**src/rtl/qnigma_math_pkg.sv**
```systemverilog
// Shared widths and types for the qnigma ALU datapath and its operand load/unload paths.
// The unload block adds nbyte_t, UNLOAD_MAX_BYTES and unload_fsm_t.
package qnigma_math_pkg;

    localparam int ALU_RAM_WIDTH  = 32;
    localparam int ALU_RAM_DEPTH  = 256;
    localparam int POINT_IFC_BITS = 8;
    localparam int WORDS_PER_OPER = 9;

    localparam int RAM_W        = ALU_RAM_WIDTH;
    localparam int IFC_W        = POINT_IFC_BITS;
    localparam int PTR_W        = $clog2(ALU_RAM_DEPTH);
    localparam int IFC_PER_WRD  = RAM_W / IFC_W;
    localparam int EXT_MUX_BITS = $clog2(IFC_PER_WRD);

    typedef logic [PTR_W-1:0] ptr_t;
    typedef logic [RAM_W-1:0] wrd_t;
    typedef logic [5:0]       nbyte_t;

    localparam int UNLOAD_MAX_BYTES = WORDS_PER_OPER * IFC_PER_WRD;

    typedef enum logic [2:0] {IDLE, RD, WT, SER, DONE} unload_fsm_t;

endpackage

```
**src/rtl/qnigma_unload_ser.sv**
```systemverilog
// Word-to-byte serializer for the operand unload path: word register(s), byte mux, byte index.
// QNIGMA_UNLOAD_PREFETCH_EN adds a second (prefetch) word register.
module qnigma_unload_ser
    import qnigma_math_pkg::*;
(
    input  logic                    clk,
    input  logic                    rst_n,
    input  logic                    load,
    input  logic [RAM_W-1:0]        word,
    input  logic                    fire,
    input  logic                    fin,
    output logic [IFC_W-1:0]        dat,
    output logic                    val,
    output logic                    wrd_end,
    output logic                    room
);

    logic [EXT_MUX_BITS-1:0] idx;
    wrd_t                    cur;
    logic                    cur_vld;
    logic                    drain;

    // The current word retires on its top byte or on the final byte of the operand.
    assign wrd_end = (idx == EXT_MUX_BITS'(IFC_PER_WRD - 1));
    assign drain   = fire && (wrd_end || fin);
    assign val     = cur_vld;
    assign dat     = cur[idx*IFC_W +: IFC_W];

    // NOTE: state is updated with <= so every register samples pre-edge values, independent of block order.
    always_ff @(posedge clk or negedge rst_n) begin
        if (!rst_n) begin
            idx <= '0;
        end else if (drain) begin
            idx <= '0;
        end else if (fire) begin
            idx <= idx + EXT_MUX_BITS'(1);
        end
    end

`ifdef QNIGMA_UNLOAD_PREFETCH_EN
    wrd_t pf;
    logic pf_vld;

    assign room = !pf_vld;

    // NOTE: the word registers are plain flops, so they are reset too; dat_o must read 0 out of reset.
    always_ff @(posedge clk or negedge rst_n) begin
        if (!rst_n) begin
            cur     <= '0;
            cur_vld <= 1'b0;
            pf      <= '0;
            pf_vld  <= 1'b0;
        end else if (drain) begin
            cur     <= pf;
            cur_vld <= pf_vld;
            pf_vld  <= 1'b0;
            if (load) begin
                if (pf_vld) begin
                    pf     <= word;
                    pf_vld <= 1'b1;
                end else begin
                    cur     <= word;
                    cur_vld <= 1'b1;
                end
            end
        end else if (load) begin
            if (!cur_vld) begin
                cur     <= word;
                cur_vld <= 1'b1;
            end else begin
                pf     <= word;
                pf_vld <= 1'b1;
            end
        end
    end
`else
    assign room = !cur_vld;

    // NOTE: the word register is a plain flop, so it is reset too; dat_o must read 0 out of reset.
    always_ff @(posedge clk or negedge rst_n) begin
        if (!rst_n) begin
            cur     <= '0;
            cur_vld <= 1'b0;
        end else if (load) begin
            cur     <= word;
            cur_vld <= 1'b1;
        end else if (drain) begin
            cur_vld <= 1'b0;
        end
    end
`endif

endmodule

```
**src/rtl/qnigma_alu_unload.sv**
```systemverilog
// Streams an operand from the ALU RAM as little-endian bytes with valid/ready/last.
// Optional QNIGMA_UNLOAD_PREFETCH_EN overlaps word reads with serialization (1 byte/cycle).
module qnigma_alu_unload
    import qnigma_math_pkg::*;
(
    input  logic              clk,
    input  logic              rst_n,
    input  logic              req_i,
    input  logic [PTR_W-1:0]  ptr_i,
    input  logic [5:0]        nbytes_i,
    output logic              busy_o,
    output logic              done_o,
    output logic              ram_rd_o,
    output logic [PTR_W-1:0]  ram_addr_o,
    input  logic [RAM_W-1:0]  ram_q_i,
    output logic [IFC_W-1:0]  dat_o,
    output logic              val_o,
    output logic              lst_o,
    input  logic              rdy_i
);

    unload_fsm_t state, state_nxt;

    ptr_t   ptr_q;
    nbyte_t n_q, nwrd_q, words_rd, byte_cnt;
    nbyte_t n_clamp, nwrd;
    logic   rd_pend;
    logic   accept, fire, last_byte, fin, wrd_end, room;

    assign n_clamp   = (nbytes_i > nbyte_t'(UNLOAD_MAX_BYTES)) ? nbyte_t'(UNLOAD_MAX_BYTES) : nbytes_i;
    assign nwrd      = nbyte_t'(({1'b0, n_clamp} + 7'(IFC_PER_WRD - 1)) >> EXT_MUX_BITS);
    assign accept    = (state == IDLE) && req_i;
    assign fire      = val_o && rdy_i;
    assign last_byte = (byte_cnt == n_q - 6'd1);
    assign fin       = fire && last_byte;
    assign lst_o     = val_o && last_byte;

    qnigma_unload_ser u_ser (
        .clk     (clk),
        .rst_n   (rst_n),
        .load    (rd_pend),
        .word    (ram_q_i),
        .fire    (fire),
        .fin     (fin),
        .dat     (dat_o),
        .val     (val_o),
        .wrd_end (wrd_end),
        .room    (room)
    );

    always_ff @(posedge clk or negedge rst_n) begin
        if (!rst_n) state <= IDLE;
        else        state <= state_nxt;
    end

    // NOTE: every combinational output gets a default first, so no path can infer a latch.
    always_comb begin
        state_nxt = state;
        unique case (state)
            IDLE: if (req_i) state_nxt = (n_clamp == '0) ? DONE : RD;
            RD:   state_nxt = WT;
            WT:   state_nxt = SER;
            SER: begin
                if (fin) begin
                    state_nxt = DONE;
                end
`ifndef QNIGMA_UNLOAD_PREFETCH_EN
                else if (fire && wrd_end && (words_rd < nwrd_q)) begin
                    state_nxt = RD;
                end
`endif
            end
            DONE:    state_nxt = IDLE;
            default: state_nxt = IDLE;
        endcase
    end

    always_comb begin
        busy_o   = 1'b0;
        done_o   = 1'b0;
        ram_rd_o = 1'b0;
        unique case (state)
            RD: begin
                busy_o   = 1'b1;
                ram_rd_o = room;
            end
            WT:  busy_o = 1'b1;
            SER: begin
                busy_o = 1'b1;
`ifdef QNIGMA_UNLOAD_PREFETCH_EN
                // Fetch the next word as soon as the prefetch slot is free and nothing is in flight.
                ram_rd_o = room && !rd_pend && (words_rd < nwrd_q);
`endif
            end
            DONE:    done_o = 1'b1;
            default: ;
        endcase
        ram_addr_o = ram_rd_o ? (ptr_q + ptr_t'(words_rd)) : '0;
    end

    always_ff @(posedge clk or negedge rst_n) begin
        if (!rst_n) begin
            ptr_q    <= '0;
            n_q      <= '0;
            nwrd_q   <= '0;
            words_rd <= '0;
            byte_cnt <= '0;
            rd_pend  <= 1'b0;
        end else begin
            rd_pend <= ram_rd_o;
            if (accept) begin
                ptr_q    <= ptr_i;
                n_q      <= n_clamp;
                nwrd_q   <= nwrd;
                words_rd <= '0;
                byte_cnt <= '0;
            end else begin
                if (ram_rd_o) words_rd <= words_rd + 6'd1;
                if (fire)     byte_cnt <= byte_cnt + 6'd1;
            end
        end
    end

endmodule

```
**config.mk**
```make
export PLATFORM = sky130hd
export DESIGN_NAME = qnigma_alu_unload
export DESIGN_NICKNAME = d
export VERILOG_FILES = /design/src/rtl/qnigma_math_pkg.sv /design/src/rtl/qnigma_unload_ser.sv /design/src/rtl/qnigma_alu_unload.sv
export SDC_FILE = /design/constraint.sdc
export NUM_CORES = 1
export LEC_CHECK = 0
export CAP_MARGIN = 25
export CORE_MARGIN = 5
export CORE_UTILIZATION = 48
export CTS_BUF_LIST = sky130_fd_sc_hd__clkbuf_8
export DETAILED_ROUTE_END_ITERATION = 12
export GPL_TIMING_DRIVEN = 0
export PLACE_DENSITY = 0.78
export SLEW_MARGIN = 20
export SYNTH_ARGS = -nofsm -noshare
export SYNTH_HDL_FRONTEND = slang
export SYNTH_SLANG_ARGS = --single-unit
```
**constraint.sdc**
```tcl
create_clock -name clk -period 2.2 [get_ports clk]
set_input_delay 0.44 -clock clk [delete_from_list [all_inputs] [get_ports clk]]
set_output_delay 0.44 -clock clk [all_outputs]
set_load 0.005 [all_outputs]
```
==> results.txt, run 1 <==
----------------------------------------------------
[Layout]
  Antenna Diode Count ... 0
  Final core utilization ... 69.68%
  Area delta synth->final ... 41.25%
  Final non-filler cell area ... roughly 5100 sq um
  Layout cells sized above 1 ... 31.59%
  # nets final ... 501

[Floorplan]
  Std cell rows ... 31
  Height of the die ... 96.57 microns
  Boundary pin count ... 71
  Total core area ... approximately 7300 sq um
  Die Footprint ... between 9000 and 10000 sq um
  Chip Width ... just under 100 microns
  Initial standard-cell utilization of the core ... 49.33%

[Worst hold path]
  HP Class ... in -> async

[Clocking]
  Root Buffer ... clkbuf_8
  Clock tree from TritonCTS ... built
  Number of hold buffers added after cts ... 0
  H-tree Lvls ... 3
  CTS Buf Count ... 9
  Clk slew on worst S/H paths ... 0.08 ns
  Count of clock tree sinks ... 70
  Number of buffers on the longest clock path ... 2
  Clock network latency to the later pin of the worst-skew pair ... 0.35 ns

[Synthesis]
  Most used DFF post-synth ... dfrtp_1
  Netlist area before placement ... 3597 sq um
  Net count after synthesis ... 392
  Complex-gate fraction of the synthesized area ... 9.217%
  Mean instance size in the synthesized netlist ... between 10 and 15 sq um
  Post-synth EDFFs ... 0
  Netlist cell types ... 45
  Post-Synth Simple-Gate Area ... 13.74%
  Dominant cells by area after synthesis ... dfrtp_1, mux2_2, mux4_2
  Top cell type's share of synthesized area ... around half
  Number of warnings reported in the yosys synthesis log ... 0
  Cell taking the most area after synthesis ... dfrtp_1
  Xor and xnor fraction of the mapped netlist area ... 4.870%
  Adder-Cell Fraction of Synth Area ... approximately 5.4%
  Combinational family with the most area after synthesis ... multiplexers
  Async set-reset flop share out of synthesis ... 100.0%
  Register bit total from synthesis ... 70
  Sequential element share of the synthesized area ... 48.70%
  Post-synthesis instance total ... 327
  Multiplexer share of the synthesized area ... around 15%

[Placed design]
  Post-detailed-placement half-perimeter wirelength ... 6125 microns
  Number of port buffers ... 70
  Cell Area, Placed ... 4448 sq um
  Weighted congestion reported at the end of routability-driven placement ... between 0.8 and 0.9

[Critical path]
  Arrival time at the worst endpoint ... 2.23 ns
  Worst reg-to-reg path cell count ... 10
  CP max stage delay ... 0.43 ns
  Type of element capturing the critical path ... output port
  CP Cell Sequence ... buf_6 > fa_2 > a21o_1 > a21oi_2 > nor2_2 > or3_1 > nand3_1 > buf_2
  Reg-to-Reg End ... u_ser.idx[1]
  Class of the most critical setup path ... reg -> out
  Startpoint class of the critical path ... register
  End point of the critical path ... ram_addr_o[6]
  Crit-path slowest cell ... dfrtp_1
  Critical Path Fanout Max ... 3
  Critical path required time ... approximately 1.8 ns
  CP Launch Point ... ptr_q[1]
  FF-to-FF setup slack ... approximately 0.060 ns
  Crit Reg-Reg Startpoint ... n_q[0]

[Outcome]
  Failing checks ... hold timing, setup timing
  Outcome ... complete, but fails checks

[Route]
  Vias ... 2912
  Number of search-and-repair iterations in the first detailed-routing pass ... 4
  Average routed wire per standard cell ... 17.15 microns
  Post-route DRC ... 0
  Final WL ... 9242 microns
  Initial detailed-routing violation count ... between 90 and 100
  Via-to-Cell Ratio ... approximately 5.4
  Routed Antenna Nets ... 0

[Pwr]
  Static Leakage ... 0.002335 uW
  Worst vdd rail ir drop ... approximately 580 uV
  Seq pwr share ... between 30% and 40%
  Psw ... 2130 uW
  Switching part of the total ... 33.50%
  Share of total power in the clock network ... around a fifth
  Pwr dens ... 1251 nW/um^2
  Cell-internal power ... between 4000 and 5000 uW
  Design Power ... 6358 uW
  Power share of the combinational group ... ~44%

[Timing]
  Final cycle utilization of the critical path ... 121.2%
  Setup repair after global routing missed its margin ... yes
  Clock skew ... 0.009869 ns
  Worst Max-Slew Pin Slew ... 0.8674 ns
  Endpoints failing hold ... 4
  Post-layout min period ... approximately 2.7 ns
  Final worst slack ... -0.4661 ns
  Achievable frequency ... roughly 0.38 GHz
  Final-layout setup total negative slack ... -1.773 ns
  Worst Hold Margin ... -0.007813 ns
  Total count of max-transition violations in the final report ... 0
  Max_slew headroom ... 41.36%
  Final Setup Violations ... 9

[Global route]
  Number of global-route vias before repair ... 3041
  Initial antenna violation count ... 0
  Pin count of the biggest net entering global routing ... 44
  Tot GR Track Use ... between 20% and 30%
  GRT Residual Overflow ... 0
  First-pass GRT wire length ... 14680 microns

[Flow run]
  Reported max-cap violation count ... 0

----------------------------------------------------
==> layout by cell type, fill, tap and decap left out, types with 3 or more instances in the layout <==
master | netlist | routed
a21o_1 | 3 | 3
a21oi_1 | 12 | 10
a31oi_1 | 3 | 3
and2_1 | 4 | 3
buf_2 | 2 | 9
buf_4 | 0 | 22
buf_6 | 0 | 8
bufinv_16 | 0 | 3
clkbuf_1 | 10 | 8
clkbuf_2 | 0 | 5
clkbuf_8 | 0 | 12
clkdlybuf4s50_1 | 0 | 51
dfrtp_1 | 70 | 63
dfrtp_2 | 0 | 7
dlygate4sd2_1 | 0 | 3
ha_1 | 14 | 9
ha_4 | 0 | 5
inv_1 | 14 | 14
mux2_2 | 32 | 32
mux4_2 | 8 | 8
nand2_1 | 46 | 46
nand2b_1 | 5 | 5
nand3_1 | 8 | 8
nor2_1 | 24 | 21
o21ai_0 | 13 | 10
or3_1 | 4 | 4
xnor2_1 | 8 | 6
xor2_1 | 12 | 12
==> cell type report <==
type	instances	area, sq um
Clock buffer	10	137.6
Fill cell	565	2211
Timing Repair Buffer	100	895.9
Inverter	16	72.57
Tap cell	99	123.9
Buffer	10	68.82
Sequential cell	70	1760
Clock inverter	5	107.6
Multi-Input combinational cell	229	1914
==> worst min path at each step <==
stage / startpoint / to / slack, ns / depth (start not counted)
final: rst_n / n_q[0] / -0.008 / 1
after global routing: rst_n / n_q[0] / 0.02 / 1
after CTS: rst_n / n_q[1] / 0.0007 / 1
after detailed placement: rst_n / n_q[0] / 0.38 / 1
after global placement: ptr_q[4] / ptr_q[4] / 0.47 / 2
after floorplan: rst_n / byte_cnt[0] / 0.14 / 0
==> critical path, delay by kind of cell (launching register included) <==
kind                     cells  cell delay, ns
AO/OA/AOI/OAI                2            0.33
adder cells (fa/ha/maj)      1            0.39
buffers and inverters        2            0.26
flip-flops                   1            0.43
AND/OR/NAND/NOR              3            0.49
==> per-layer routing <==
metal	share of wire [%]	GRT usage, %	vias up
li1	-	-	1369
met1	43	26.24	1482
met2	53	36.09	49
met3	3.0	3.021	12
met4	1.5	8.411	0
met5	0	0	-
==> state kept, by name, indices dropped and copies added (netlist names) <==
register,flops
state,3
u_ser.cur,32
u_ser.idx,2
n_q,6
byte_cnt,6
u_ser.val,1
nwrd_q,5
ptr_q,8
words_rd,6
rd_pend,1
==> synthesized netlist by cell type, drive strengths merged, types with 2 or more instances <==
cell	instances
a31oi	3
nor2	24
nand3	8
nand2	46
xnor2	8
clkbuf	10
ha	14
and2	4
a22o	2
a211oi	3
inv	15
a21oi	12
o21ai	13
nand3b	2
mux4	8
o41ai	2
nand4	3
mux2	32
nand2b	5
xor2	12
or3	4
a21o	3
dfrtp	70
buf	2
o2111ai	2
o31ai	2
nor3	4
==> stage by stage <==
step	setup WS, ns	std cells
final	-0.4661	539
after global routing	-0.5508	539
after CTS	-0.5337	540
after detailed placement	-0.6547	497
after global placement	-1.650	496
after floorplan	-0.0001821	327
==> kinds of logic after synthesis <==
kind of cell / Yosys count
buf+inv: 28
fa+ha+maj: 15
compound gates: 49
xor+xnor: 20
flops: 70
mux: 40
simple gates: 105
==> power by group through the flow <==
| stage | registers, uW | logic, uW | clock network (uW) |
|---|---|---|---|
| after floorplan | 2160 | 1510 | 0 |
| after global placement | 2270 | 2090 | 0 |
| after detailed placement | 2300 | 2190 | 0 |
| after CTS | 2260 | 2690 | 1290 |
| after global routing | 2350 | 3070 | 1350 |
| final | 2280 | 2800 | 1280 |
==> repair_timing <==
action / in CTS / in global routing
gates resized for setup: 95 / 23
cloned: 1 / 0
pin swaps: 18 / 16
hold endpoints to repair: 0 / 0
setup endpoints to repair: 18 / 18
buffers inserted: 28 / 5
Note: power is estimated with default switching activity, not from simulation.
==> inputs of run 2 (changes only) <==
--- a/config.mk
+++ b/config.mk
@@ -6,12 +6,14 @@
 export NUM_CORES = 1
 export LEC_CHECK = 0
 export CAP_MARGIN = 25
+export CORE_ASPECT_RATIO = 1.5
 export CORE_MARGIN = 5
 export CORE_UTILIZATION = 48
 export CTS_BUF_LIST = sky130_fd_sc_hd__clkbuf_8
 export DETAILED_ROUTE_END_ITERATION = 12
 export GPL_TIMING_DRIVEN = 0
 export PLACE_DENSITY = 0.78
+export SETUP_SLACK_MARGIN = 0.02
 export SLEW_MARGIN = 20
 export SYNTH_ARGS = -nofsm -noshare
 export SYNTH_HDL_FRONTEND = slang
==> run 2 against run 1 <==
Against the previous run: clock skew decreased by 0.0029 ns; the flow finishes with violations (setup timing); count of clock-buffer cells in the layout is 1 lower; sequential share of layout area increased by 0.66 points; worst setup slack improved by 0.022 ns; via count decreased by 0.34%; maximum frequency rose by 0.82%; global-route usage hardly changed; critical path type unchanged; design area shrank 1.9%.
==> results.txt, run 2 (synthesis results as in run 1) <==
----------------------------------------------------
[Global route]
  Pin count of the biggest net entering global routing ... 49 (+11%)
  Tot GR Track Use ... 20.90% (+0.038 points)
  Number of global-route vias before repair ... 3067 (+0.85%)
  GRT Residual Overflow ... 0 (unchanged)
  Initial antenna violation count ... 0 (unchanged)
  First-pass GRT wire length ... 14750 microns (+0.47%)

[Timing]
  Max_slew headroom ... 58.26% (+17 points)
  Achievable frequency ... 0.3781 GHz (+0.82%)
  Clock skew ... 0.006948 ns (-0.002921 ns)
  Final cycle utilization of the critical path ... 120.2% (-0.98 points)
  Total count of max-transition violations in the final report ... 0 (unchanged)
  Final Setup Violations ... 9 (unchanged)
  Setup repair after global routing missed its margin ... yes
  Post-layout min period ... 2.644 ns (-0.02158 ns)
  Endpoints failing hold ... 0 (-4)
  Final worst slack ... -0.4445 ns (+0.02158 ns)
  Worst Max-Slew Pin Slew ... 0.6261 ns (-0.2413 ns)

[Clocking]
  Clock tree from TritonCTS ... built
  Root Buffer ... clkbuf_8
  Clock network latency to the later pin of the worst-skew pair ... 0.35 ns (about the same)
  CTS Buf Count ... 9 (unchanged)
  Clk slew on worst S/H paths ... 0.07 ns (about the same)
  H-tree Lvls ... 3 (unchanged)
  Number of buffers on the longest clock path ... 2 (unchanged)
  Count of clock tree sinks ... 70 (unchanged)

[Pwr]
  Pwr dens ... 1180 nW/um^2 (-5.7%)
  Switching part of the total ... 34.81% (+1.3 points)
  Cell-internal power ... 3831 uW (-9.4%)
  Share of total power in the clock network ... 14.2% (-6.0 points)
  Seq pwr share ... 38.8% (+2.9 points)
  Static Leakage ... 0.002315 uW (-0.89%)
  Psw ... 2046 uW (-4.0%)
  Power share of the combinational group ... 47.0% (+3.0 points)
  Worst vdd rail ir drop ... 781.5 uV (+36%)

[Route]
  Highest Signal Layer ... met4
  Number of search-and-repair iterations in the first detailed-routing pass ... 4 (unchanged)
  Routed Antenna Nets ... 0 (unchanged)
  Post-route met1 wirelength ... 3470 microns (-12%)
  Vias ... 2902 (-0.34%)
  DR WL met2 ... 4766 microns (-2.6%)
  Final WL ... 9072 microns (-1.8%)
  Via-to-Cell Ratio ... 5.364 (-0.71%)
  Post-route DRC ... 0 (unchanged)
  Initial detailed-routing violation count ... 174 (+81%)
  Routed wl met3 ... 576 microns (+110%)
  Average routed wire per standard cell ... 16.77 microns (-2.2%)

[Floorplan]
  Height of the die ... 116.0 microns (+20%)
  Die Footprint ... 9361 sq um (+0.38%)
  Chip Width ... 80.69 microns (-16%)
  Boundary pin count ... 71 (unchanged)
  Std cell rows ... 38 (+23%)
  Initial standard-cell utilization of the core ... 49.45% (+0.12 points)
  Total core area ... 7274 sq um (-0.24%)

[Layout]
  Number of standard cells in the final layout excluding fillers ... 541 (+0.37%)
  Area delta synth->final ... 38.50%
  Commonest non-fill, non-tap cells in the layout ... dfrtp_1, clkdlybuf4s50_1, nand2_1, mux2_2, buf_4
  Layout cells sized above 1 ... 29.71% (-1.9 points)
  Top Registers ... u_ser.cur: 32 flops, ptr_q: 8 flops
  # nets final ... 502 (+0.20%)
  Most common cell after layout, fill and taps aside ... dfrtp_1
  Top register by number of flip-flops ... u_ser.cur
  Number of flip-flops under the largest register name ... 32 (unchanged)
  Antenna Diode Count ... 0 (unchanged)

[Critical path]
  Worst reg-to-reg path cell count ... 7 (-3)
  Depth of the critical timing path with buffers and inverters included ... 8 (unchanged)
  Type of element capturing the critical path ... output port
  Critical Path Fanout Max ... 3 (unchanged)
  Delay-heaviest family, CP ... adder cells
  Class of the most critical setup path ... reg -> out
  Crit-path slowest cell ... dfrtp_2
  Critical path required time ... 1.76 ns (about the same)
  CP max stage delay ... 0.43 ns (about the same)
  Startpoint class of the critical path ... register
  Critical path buffer and inverter count ... 1 (-1)
  CP Cell Sequence ... ha_4 > fa_2 > a21o_1 > a21oi_2 > nor2_2 > or3_1 > nand3_1 > buf_2
  Arrival time at the worst endpoint ... 2.20 ns (-0.03 ns)

[Outcome]
  Failing checks ... setup timing
  Outcome ... complete, but fails checks

[Worst hold path]
  Hold Path Cell Cnt ... 2
  HP Class ... reg -> reg

[Placed design]
  Post-detailed-placement half-perimeter wirelength ... 6064 microns (-1.0%)
  Weighted congestion reported at the end of routability-driven placement ... 0.7861 (-2.8%)
  Dpl cells ... 498 (+0.20%)
  Number of port buffers ... 70 (unchanged)
  Post-Place Setup Slack ... -0.7617 ns (-0.1069 ns)

[Flow run]
  Reported max-cap violation count ... 0 (unchanged)

----------------------------------------------------
## run 2: changes by cell type in the layout (fill, tap and decap cells not counted), moves of 3 or more
| cell | previous run | this run |
|---|---|---|
| inv_1 | 14 | 18 |
| bufinv_16 | 3 | 0 |
| clkdlybuf4s15_1 | 0 | 3 |
| clkbuf_8 | 12 | 9 |
## run 2: per-layer routing
metal	global-route usage (%)	vias up
met2	36.01	92
met1	23.54	1417
li1	-	1372
met3	7.076	21
met5	0	-
met4	8.568	0
## run 2: final timing paths
kind | slack, ns | endpoint | startpoint
worst max-delay path | -0.44 | ram_addr_o[6] | words_rd[0]
worst min-delay path | 0.49 | ptr_q[4] | ptr_q[4]
worst max register to register | 0.07 | state[2] | n_q[0]
min in group asynchronous | 0.53 | u_ser.cur[0] | rst_n
worst min register to register | 0.49 | ptr_q[4] | ptr_q[4]
max in group asynchronous | 1.10 | state[1] | rst_n
## run 2: power by group through the flow
stage	Clock [uW]	Sequential [uW]	Combinational (uW)
final	835	2280	2760
after detailed placement	0	2300	2180
after floorplan	0	2160	1510
after CTS	857	2270	2560
after global placement	0	2270	2090
after global routing	926	2350	3050
## run 2: tightest hold or removal path, delay by kind of cell, from the launching register on
kind | cells | cell delay, ns
simple gates | 2 | 0.11
flops | 1 | 0.36
## run 2: timing repair
item | in CTS | in global routing
resized for setup | 93 | 23
hold endpoints to repair | 22 | 0
pin swaps | 18 | 15
setup endpoints to repair | 18 | 27
hold buffers | 1 | 0
buffers inserted | 23 | 6
## run 2: final cells by class
cell class                      count  area [sq um]
Buffer                             10         70.07
Clock buffer                        9         123.9
Clock inverter                      6         25.02
Fill cell                         560          2292
Inverter                           16         72.57
Multi-Input combinational cell    229          1873
Sequential cell                    70          1759
Tap cell                          100         125.1
Timing Repair Buffer              101         933.4
## run 2: metrics by stage
stage / hold WS, ns / area [sq um] / utilization, % / setup TNS, ns / total power [uW]
2_1_floorplan: 0.1444 / 3606 / - / -0.0001821 / 3672
3_3_place_gp: 0.4666 / 4432 / 60.92 / -129.44 / 4358
3_5_place_dp: 0.3665 / 4457 / 61.27 / -8.776 / 4478
4_1_cts: 0.4934 / 4891 / 67.23 / -2.360 / 5684
5_1_grt: 0.5151 / 4982 / 68.49 / -2.859 / 6329
6_report: 0.4928 / 4982 / 68.49 / -2.047 / 5877
